==> config.mk <==
export PLATFORM = sky130hd
export DESIGN_NAME = mirror_decoder_skid
export DESIGN_NICKNAME = d
export VERILOG_FILES = /design/src/rtl/dec_pkg.sv /design/src/rtl/mirror_decode_core.sv /design/src/rtl/mirror_decoder_skid.sv
export SDC_FILE = /design/constraint.sdc
export NUM_CORES = 1
export LEC_CHECK = 0
export BUFFER_PORTS_ARGS = -buffer_cell sky130_fd_sc_hd__buf_4
export CELL_PAD_IN_SITES_DETAIL_PLACEMENT = 0
export CELL_PAD_IN_SITES_GLOBAL_PLACEMENT = 1
export CORE_UTILIZATION = 37
export DETAILED_ROUTE_END_ITERATION = 10
export GPL_TIMING_DRIVEN = 0
export PLACE_DENSITY_LB_ADDON = 0.3
export SKIP_LAST_GASP = 1
export SLEW_MARGIN = 25
export SYNTH_ARGS = -nofsm -noshare
export SYNTH_HDL_FRONTEND = slang
export SYNTH_HIERARCHICAL = 1
export SYNTH_SLANG_ARGS = --single-unit
==> constraint.sdc <==
create_clock -name clk -period 1.8 [get_ports clk]
set_clock_uncertainty 0.2 [all_clocks]
set_input_delay 0.36 -clock clk [delete_from_list [all_inputs] [get_ports clk]]
set_output_delay 0.36 -clock clk [all_outputs]
set_load 0.1 [all_outputs]
==> src/rtl/dec_pkg.sv <==
// ---------------------------------------------------------------------------
// dec_pkg : mode codes and skid-buffer state encoding for mirror_decoder_skid
// Rev 1.0
// ---------------------------------------------------------------------------
`default_nettype none

package dec_pkg;

  localparam logic [1:0] MODE_ONEHOT = 2'd0;
  localparam logic [1:0] MODE_MIRROR = 2'd1;
  localparam logic [1:0] MODE_THERMO = 2'd2;
  localparam logic [1:0] MODE_RSVD   = 2'd3;

  typedef enum logic [1:0] {
    S_EMPTY = 2'd0,
    S_ONE   = 2'd1,
    S_FULL  = 2'd2
  } skid_state_t;

endpackage

`default_nettype wire

==> src/rtl/mirror_decode_core.sv <==
// ---------------------------------------------------------------------------
// mirror_decode_core : combinational one-hot / mirror-pair / thermometer decode
// Rev 1.0
// ---------------------------------------------------------------------------
`default_nettype none

module mirror_decode_core
  import dec_pkg::*;
#(
  parameter int IN_W = 4
) (
  input  logic [IN_W-1:0]      din,
  input  logic [1:0]           mode,
  output logic [(2**IN_W)-1:0] dout,
  output logic                 err
);

  localparam int OUT_W = 2**IN_W;
  localparam int H     = OUT_W / 2;

  always_comb begin
    dout = '0;
    err  = 1'b0;
    case (mode)
      MODE_ONEHOT: begin
        for (int j = 0; j < OUT_W; j++) dout[j] = (int'(din) == j);
      end
      MODE_MIRROR: begin
        // Bit j and bit j+H share a slot; each slot pairs code k with OUT_W-1-k.
        for (int j = 0; j < OUT_W; j++)
          dout[j] = (int'(din) == (j % H)) || (int'(din) == (OUT_W - 1 - (j % H)));
      end
      MODE_THERMO: begin
        for (int j = 0; j < OUT_W; j++) dout[j] = (j <= int'(din));
      end
      default: err = 1'b1;
    endcase
  end

endmodule

`default_nettype wire

==> src/rtl/mirror_decoder_skid.sv <==
// ---------------------------------------------------------------------------
// mirror_decoder_skid : registered code decoder behind a 2-entry skid buffer.
// Optional saturating statistics counters under macro DEC_STAT_EN.
// Rev 1.0
// ---------------------------------------------------------------------------
`default_nettype none

module mirror_decoder_skid
  import dec_pkg::*;
#(
  parameter int IN_W  = 4,
  parameter int CNT_W = 16
) (
  input  logic                 clk,
  input  logic                 rst_n,
  input  logic                 in_valid,
  output logic                 in_ready,
  input  logic [IN_W-1:0]      din,
  input  logic [1:0]           mode,
  output logic                 out_valid,
  input  logic                 out_ready,
  output logic [(2**IN_W)-1:0] dout,
  output logic                 out_err,
  output logic [CNT_W-1:0]     stat_acc,
  output logic [CNT_W-1:0]     stat_err
);

  localparam int OUT_W = 2**IN_W;

  skid_state_t      state_q, state_d;
  logic [OUT_W-1:0] main_q, main_d, skid_q, skid_d;
  logic             main_err_q, main_err_d, skid_err_q, skid_err_d;
  logic             in_ready_q;
  logic [OUT_W-1:0] dec_word;
  logic             dec_err;
  logic             accept, pop;

  mirror_decode_core #(.IN_W(IN_W)) u_core (
    .din  (din),
    .mode (mode),
    .dout (dec_word),
    .err  (dec_err)
  );

  assign accept    = in_valid & in_ready_q;
  assign pop       = out_valid & out_ready;
  assign in_ready  = in_ready_q;
  assign out_valid = (state_q != S_EMPTY);
  assign dout      = out_valid ? main_q : '0;
  assign out_err   = out_valid & main_err_q;

  always_comb begin
    state_d    = state_q;
    main_d     = main_q;
    main_err_d = main_err_q;
    skid_d     = skid_q;
    skid_err_d = skid_err_q;
    case (state_q)
      S_EMPTY: begin
        if (accept) begin
          state_d    = S_ONE;
          main_d     = dec_word;
          main_err_d = dec_err;
        end
      end
      S_ONE: begin
        if (accept && !pop) begin
          state_d    = S_FULL;
          skid_d     = dec_word;
          skid_err_d = dec_err;
        end else if (pop && !accept) begin
          state_d = S_EMPTY;
        end else if (accept && pop) begin
          main_d     = dec_word;
          main_err_d = dec_err;
        end
      end
      S_FULL: begin
        if (pop) begin
          state_d    = S_ONE;
          main_d     = skid_q;
          main_err_d = skid_err_q;
        end
      end
      default: state_d = S_EMPTY;
    endcase
  end

  always_ff @(posedge clk or negedge rst_n) begin
    if (!rst_n) begin
      state_q    <= S_EMPTY;
      main_q     <= '0;
      main_err_q <= 1'b0;
      skid_q     <= '0;
      skid_err_q <= 1'b0;
      in_ready_q <= 1'b1;
    end else begin
      state_q    <= state_d;
      main_q     <= main_d;
      main_err_q <= main_err_d;
      skid_q     <= skid_d;
      skid_err_q <= skid_err_d;
      in_ready_q <= (state_d != S_FULL);
    end
  end

`ifdef DEC_STAT_EN
  logic [CNT_W-1:0] acc_cnt_q, err_cnt_q;

  // Counters stick at all-ones rather than wrapping.
  always_ff @(posedge clk or negedge rst_n) begin
    if (!rst_n) begin
      acc_cnt_q <= '0;
      err_cnt_q <= '0;
    end else if (accept) begin
      if (acc_cnt_q != '1) acc_cnt_q <= acc_cnt_q + 1'b1;
      if (dec_err && (err_cnt_q != '1)) err_cnt_q <= err_cnt_q + 1'b1;
    end
  end

  assign stat_acc = acc_cnt_q;
  assign stat_err = err_cnt_q;
`else
  assign stat_acc = '0;
  assign stat_err = '0;
`endif

endmodule

`default_nettype wire

==> key figures, run 1 <==
Outcome
  • Status: finished with violations
  • Failing checks: negative setup slack

Synthesis
  • Yosys top cell by area: dfrtp_1
  • Simple-Gate Fraction of Synth Area: between 10% and 20%
  • Top cell type's share of synthesized area: 35.07%
  • Post-synthesis sequential area ratio: between 30 and 40%
  • Synth Instances: ~250
  • Post-synthesis mux area share: under 10%
  • Post-Synth XOR/XNOR Area: 0%
  • Synth Cell Area: 0.002569 mm2
  • Flop and latch count out of synthesis: 37
  • Async set-or-reset flop fraction in the synthesized netlist: 100.0%
  • Synth cell types: 52
  • Synth warnings: 6
  • EDFF count, synth: 0
  • Post-synthesis adder-cell area fraction: 0%
  • Synth area leaders: dfrtp_1 35%, buf_4 10%, o32a_1 6.6%
  • Syn Area/Cell: 10.15 um2
  • Main combinational cell family by area after synthesis: compound AO/OA/AOI/OAI gates
  • Top_reg_cell synth: dfrtp_1
  • Synth Area in Compound Gates: 22.16%

Finish
  • Area grow syn2layout: 46.76%
  • Area of the multi-input gates: roughly 0.0016 mm2
  • # diodes: 0
  • Nets: 342
  • FILL cells: 584
  • Layout cell share with drive strength beyond 1: about 45%
  • FF+latch area: 933.4 um2
  • Most frequent cells in the layout: 49 x buf_4, 34 x dfrtp_1, 32 x conb_1, 19 x buf_12, 18 x nor2b_4
  • Post-route insts no fill: 413
  • Most common cell after layout, fill and taps aside: buf_4

Setup path
  • CP Launch Type: flip-flop
  • Critical path's slowest cell: dfrtp_2
  • Worst-path maximum fanout: 5
  • Critical path buffers and inverters: 3
  • Crit end category: output pin
  • CP required: 1.24 ns
  • Critical path class: flip-flop to output pin
  • Crit path DAT: 1.41 ns
  • Cell Chain, Critical Path: nor2_4, clkbuf_16, clkinvlp_4, buf_6
  • Worst path top cell family by delay: buffers and inverters
  • CP peak stage delay: approximately 0.43 ns

Timing
  • Fmax: 0.5073 GHz
  • Final hold violation count: 0
  • Final worst slack: -0.1712 ns
  • Fin crit share: 109.5%
  • Post-layout min period: 1.971 ns
  • Final setup fails: 35
  • Final Max Slew Viols: 0
  • Setup TNS: -2.905 ns
  • RSZ-0062 raised after global routing: true

Power
  • Switching power: roughly 3.2 mW
  • Maximum vdd drop: 1139 uV
  • Clock power frac: 10.8%
  • P_leak: 1.745 nW
  • Total power: slightly below 7 mW
  • P_int: 3.603 mW
  • Switch share: 47.28%
  • Combinational Power Share: 68.4%
  • Power Dens Cells: 1813 mW/mm2
  • Sequential power share: roughly a fifth

Die
  • Core area: 0.006756 mm2
  • Rows: 30
  • Full die area: 0.007280 mm2
  • Die width: 85.32 um
  • Initial Utilization: between 30% and 40%
  • Chip height: 85.32 um
  • IO Pins: slightly above 60

Route
  • DR vias: 2162
  • Drt drc: 0
  • Antenna-violating nets left: 0
  • DR pass1 iterations: 4
  • Violation count after the first detailed-routing iteration: 245
  • DR vias/cell: 5.235
  • WL/cell: 15.50 um
  • Total Wirelength: 6.400 mm

Global route
  • Tot GR Track Use: ~18%
  • Total gr overflow: 0
  • First-pass GRT wire length: 10.39 mm
  • Vias in the first global route: approximately 2100
  • Largest net degree at the start of global routing: 38
  • Initial antenna violation count: 0

CTS
  • Worst-path clk slew: 0.07 ns
  • CTS Root Cell: clkbuf_8
  • Worst-skew pair later-pin latency: 0.28 ns
  • CTS buffer count: 5
  • Htree depth: 2
  • Max Root-Sink Buffers: 2
  • Clock Sinks: 37
  • CTS tree: done

Placement
  • Detailed placement HPWL: 4.208 mm
  • GP Congestion: 0.9097
  • PortBufs: 28
  • Cell total after placement: 392

Min path
  • Hold Crit Class: primary input to flip-flop

Flow run
  • Maxcap violations: 0
[final cells by class]
cell class              instances  area share [%]
clock buffers                   7           2.290
flip-flops and latches         37           24.76
well taps                      80           2.655
inverters                       6          0.6970
clock inverters                 1          0.7965
plain buffers                  49           10.59
repair buffers                 42           16.36
multi-input cells             191           41.85
[what timing repair did]
| item | 4_1_cts | 5_1_grt |
|---|---|---|
| setup endpoints to repair | 45 | 49 |
| gates resized for setup | 77 | 15 |
| setup buffers | 7 | 4 |
| hold buffers | 1 | 0 |
| endpoints found under the hold margin | 36 | 0 |
| gates cloned | 1 | 1 |
| pin swaps | 2 | 4 |
[cells in the mapped netlist, types with 3 or more instances]
cell      number
nand2_1        8
mux2_4        10
nand3_1        7
mux2_2         7
o32a_1        17
o211ai_1       5
buf_4         35
a21oi_1        6
o22ai_1        3
dfrtp_1       36
nor2b_1       23
buf_2          9
inv_1          6
nor3_1         3
o21ai_0        7
clkbuf_1       3
nor2_1         7
o21a_1        17
[power groups by stage]
stage	sequential (mW)	combinational, mW	clock, mW
2_1_floorplan	1.42	3.20	0
3_3_place_gp	1.42	3.68	0
4_1_cts	1.41	4.61	0.755
5_1_grt	1.47	4.85	0.780
3_5_place_dp	1.44	3.71	0
6_report	1.42	4.68	0.738
[kinds of logic (layout without fill, tap and decap cells)]
group / count (synthesis) / in the layout
other: 1 / 32
AOI/OAI and AO/OA: 72 / 72
muxes: 18 / 18
buffers and inverters: 56 / 105
DFF: 37 / 37
and+or+nand+nor: 69 / 69
[state kept, by name (all words and copies together) (netlist names)]
register / count
skid_err_q: 1
in_ready: 1
main_q: 16
state_q: 2
skid_q: 16
main_err_q: 1
[per-layer routing]
| metal | wire, um | share of wire [%] | track usage (%) |
|---|---|---|---|
| met5 | 0 | 0 | 0 |
| met4 | 52 | 0.81 | 3.939 |
| met2 | 3194 | 50 | 30.21 |
| met1 | 2855 | 45 | 24.28 |
| met3 | 298 | 4.7 | 3.113 |
[path summary, 6_finish.rpt]
path	start	to	slack, ns	depth (start not counted)
max in group asynchronous	rst_n	state_q[1]	0.66	2
worst max register to register	in_ready	skid_q[13]	-0.07	5
min in group asynchronous	rst_n	skid_q[13]	0.37	2
worst max-delay path	state_q[1]	out_valid	-0.17	4
worst min-delay path	out_ready	in_ready	0.19	2
worst min register to register	main_q[14]	main_q[14]	0.29	1
[through the flow]
step | instance area (um2) | utilization [%] | hold slack, ns | setup slack, ns
CTS | 3660 | 54.17 | 0.1762 | -0.1925
global placement | 3154 | 46.69 | 0.1558 | -0.2934
finish | 3770 | 55.80 | 0.1879 | -0.1712
global route | 3770 | 55.80 | 0.1958 | -0.2167
floorplan | 2844 | - | -0.1356 | -0.2921
detailed placement | 3154 | 46.69 | 0.1576 | -0.3022
Note: power is estimated with default switching activity, not from simulation.
==> run 2: changes to the inputs <==
ABC_AREA = 1   (was not set)
CORE_UTILIZATION = 34   (was 37)
==> key figures, run 2 <==
Outcome
  • Status: finished with violations
  • Failing checks: negative setup slack

Global route
  • Total gr overflow: 0
  • Vias in the first global route: 2292
  • First-pass GRT wire length: about 11 mm
  • Initial antenna violation count: 0
  • Largest net degree at the start of global routing: 38
  • Tot GR Track Use: 16.78%

Finish
  • Most frequent cells in the layout: 156 x nand2_1, 67 x nand3_1, 49 x buf_4, 36 x dfrtp_1
  • Area grow syn2layout: 37.48%
  • # diodes: 0
  • Layout cell share with drive strength beyond 1: 28.31%
  • Final core utilization: 48.46%
  • Finished layout cell area: 0.003745 mm2
  • Most common cell after layout, fill and taps aside: nand2_1
  • Nets: 493
  • Top Registers: main_q x16, skid_q x16, state_q x2
  • Post-route insts no fill: around 590

CTS
  • CTS Root Cell: clkbuf_8
  • Max Root-Sink Buffers: 2
  • CTS buffer count: 5
  • CTS tree: done
  • Worst-path clk slew: 0.07 ns
  • Clock Sinks: 37
  • Htree depth: 2
  • Worst-skew pair later-pin latency: 0.28 ns

Placement
  • Cell total after placement: ~570
  • Dpl cell area: 0.003296 mm2
  • Detailed placement HPWL: 4.813 mm
  • PortBufs: 26
  • Pre-CTS WS: 0.009806 ns
  • GP Congestion: approximately 0.86

Die
  • Initial Utilization: 35.25%
  • Chip height: 91.51 um
  • Die width: 91.51 um
  • Full die area: about 0.0084 mm2
  • IO Pins: 61
  • Rows: 32
  • Core area: ~0.0077 mm2

Synthesis
  • Synth Instances: between 400 and 500
  • Synth top cells by count: 156 x nand2_1, 67 x nand3_1, 36 x dfrtp_1
  • Top cell type's share of synthesized area: 33.07%
  • Top-count cell post-synth: nand2_1
  • EDFF count, synth: 0
  • Async set-or-reset flop fraction in the synthesized netlist: 100.0%
  • Flop and latch count out of synthesis: 37
  • Synth area leaders: dfrtp_1 33%, nand2_1 21%, nand3_1 12%
  • Synth cell types: 25
  • Synth warnings: 6
  • Syn Area/Cell: 6.644 um2
  • Synth Cell Area: 0.002724 mm2
  • Top_reg_cell synth: dfrtp_1
  • Yosys top cell by area: dfrtp_1
  • Post-synthesis sequential area ratio: 34.04%

Setup path
  • Critical path class: flip-flop to output pin
  • CP required: 1.24 ns
  • Crit end category: output pin
  • Worst R2R End: skid_q[8]
  • CP Launch Type: flip-flop
  • R2R cell count: 6
  • Worst Setup SP: state_q[1]
  • R2R Setup Slk: about 0.17 ns
  • RR Startpoint: in_ready
  • Crit path DAT: between 1 and 1.5 ns
  • Worst-path maximum fanout: 5

Flow run
  • Maxcap violations: 0

Power
  • Maximum vdd drop: 350.0 uV
  • P_int: 2.112 mW
  • P_leak: 2.041 nW
  • Power Dens Cells: 1108 mW/mm2
  • Clock power frac: 13.5%
  • Sequential power share: between 20% and 30%
  • Switch share: around 49%
  • Switching power: between 2 and 2.5 mW
  • Combinational Power Share: 58.4%

Route
  • Violation count after the first detailed-routing iteration: 98
  • DR vias/cell: 4.268
  • DR vias: 2501
  • Drt drc: 0
  • WL/cell: 10.98 um
  • Antenna-violating nets left: 0
  • Total Wirelength: between 6 and 7 mm
  • DR pass1 iterations: 4

Timing
  • Final worst slack: -0.05115 ns
  • RSZ-0062 raised after global routing: true
  • Final setup fails: 16
  • Post-layout min period: roughly 1.9 ns
  • Fmax: approximately 0.54 GHz
  • Fin crit share: 102.8%
  • Final Max Slew Viols: 0
  • Final hold violation count: 0

Min path
  • Hold Crit Class: primary input to flip-flop
  • Worst Hold End: state_q[0]
  • Hold path cells: 4
  • Hold path start: in_valid
-- run 2: how the worst max path moves through the flow --
stage	to	slack [ns]	cells past startpoint
floorplan	dout[0]	-0.26	4
global placement	main_q[0]	0.01	8
detailed placement	main_q[0]	0.01	8
CTS	dout[5]	-0.06	6
global route	dout[10]	-0.11	6
finish	dout[10]	-0.05	6
-- run 2: critical path: stages, from the launching register on --
cell     delay [ns]
dfrtp_1        0.39
inv_2          0.11
nand2_8        0.08
inv_12         0.08
buf_12         0.14
nor2_4         0.04
buf_12         0.16
-- run 2: timing repair --
action,CTS,global route
setup endpoints to repair,17,18
cloned,1,0
hold endpoints to repair,36,0
gates resized for setup,59,6
buffers inserted,6,1
hold buffers,1,0
pin swaps,3,0
-- run 2: routing by layer --
| layer | wire [um] | GRT usage [%] | up-vias | share of wire (%) |
|---|---|---|---|---|
| met5 | 0 | 0 | - | 0 |
| met2 | 3090 | 28.20 | 53 | 48 |
| met4 | 71 | 4.365 | 0 | 1.1 |
| li1 | - | - | 1349 | - |
| met3 | 187 | 2.094 | 5 | 2.9 |
| met1 | 3082 | 22.67 | 1094 | 48 |
-- run 2: final cells by class --
| cell class | instances | area (um2) |
|---|---|---|
| fillers | 785 | 3983 |
| multi-input cells | 319 | 1544 |
| flip-flops and latches | 37 | 930.9 |
| repair buffers | 35 | 523.0 |
| plain buffers | 46 | 374.1 |
| inverters | 39 | 158.9 |
| well taps | 102 | 127.6 |
| clock buffers | 5 | 68.82 |
| clock inverters | 3 | 17.52 |
-- run 2: power by group through the flow --
stage	Clock (mW)	Combinational, mW	Sequential [mW]
final	0.560	2.42	1.17
after global routing	0.616	2.58	1.20
after CTS	0.583	2.38	1.17
after detailed placement	0	2.02	1.18
after global placement	0	2.01	1.18
after floorplan	0	1.70	1.18
-- run 2: cell families after synthesis --
group	Yosys count	synth area share, %
AND/OR/NAND/NOR	276	45.02
other	1	0.1377
AO/OA/AOI/OAI	11	2.250
flip-flops	37	34.04
buffers and inverters	85	18.56
-- run 2: stage by stage --
| step | hold WS (ns) | TNS, ns | power [mW] |
|---|---|---|---|
| after floorplan | -0.1356 | -2.937 | 2.882 |
| after global placement | 0.1517 | 0 | 3.186 |
| after detailed placement | 0.1554 | 0 | 3.206 |
| after CTS | 0.1978 | -0.7888 | 4.134 |
| after global routing | 0.2016 | -1.735 | 4.393 |
| final | 0.2008 | -0.6637 | 4.149 |
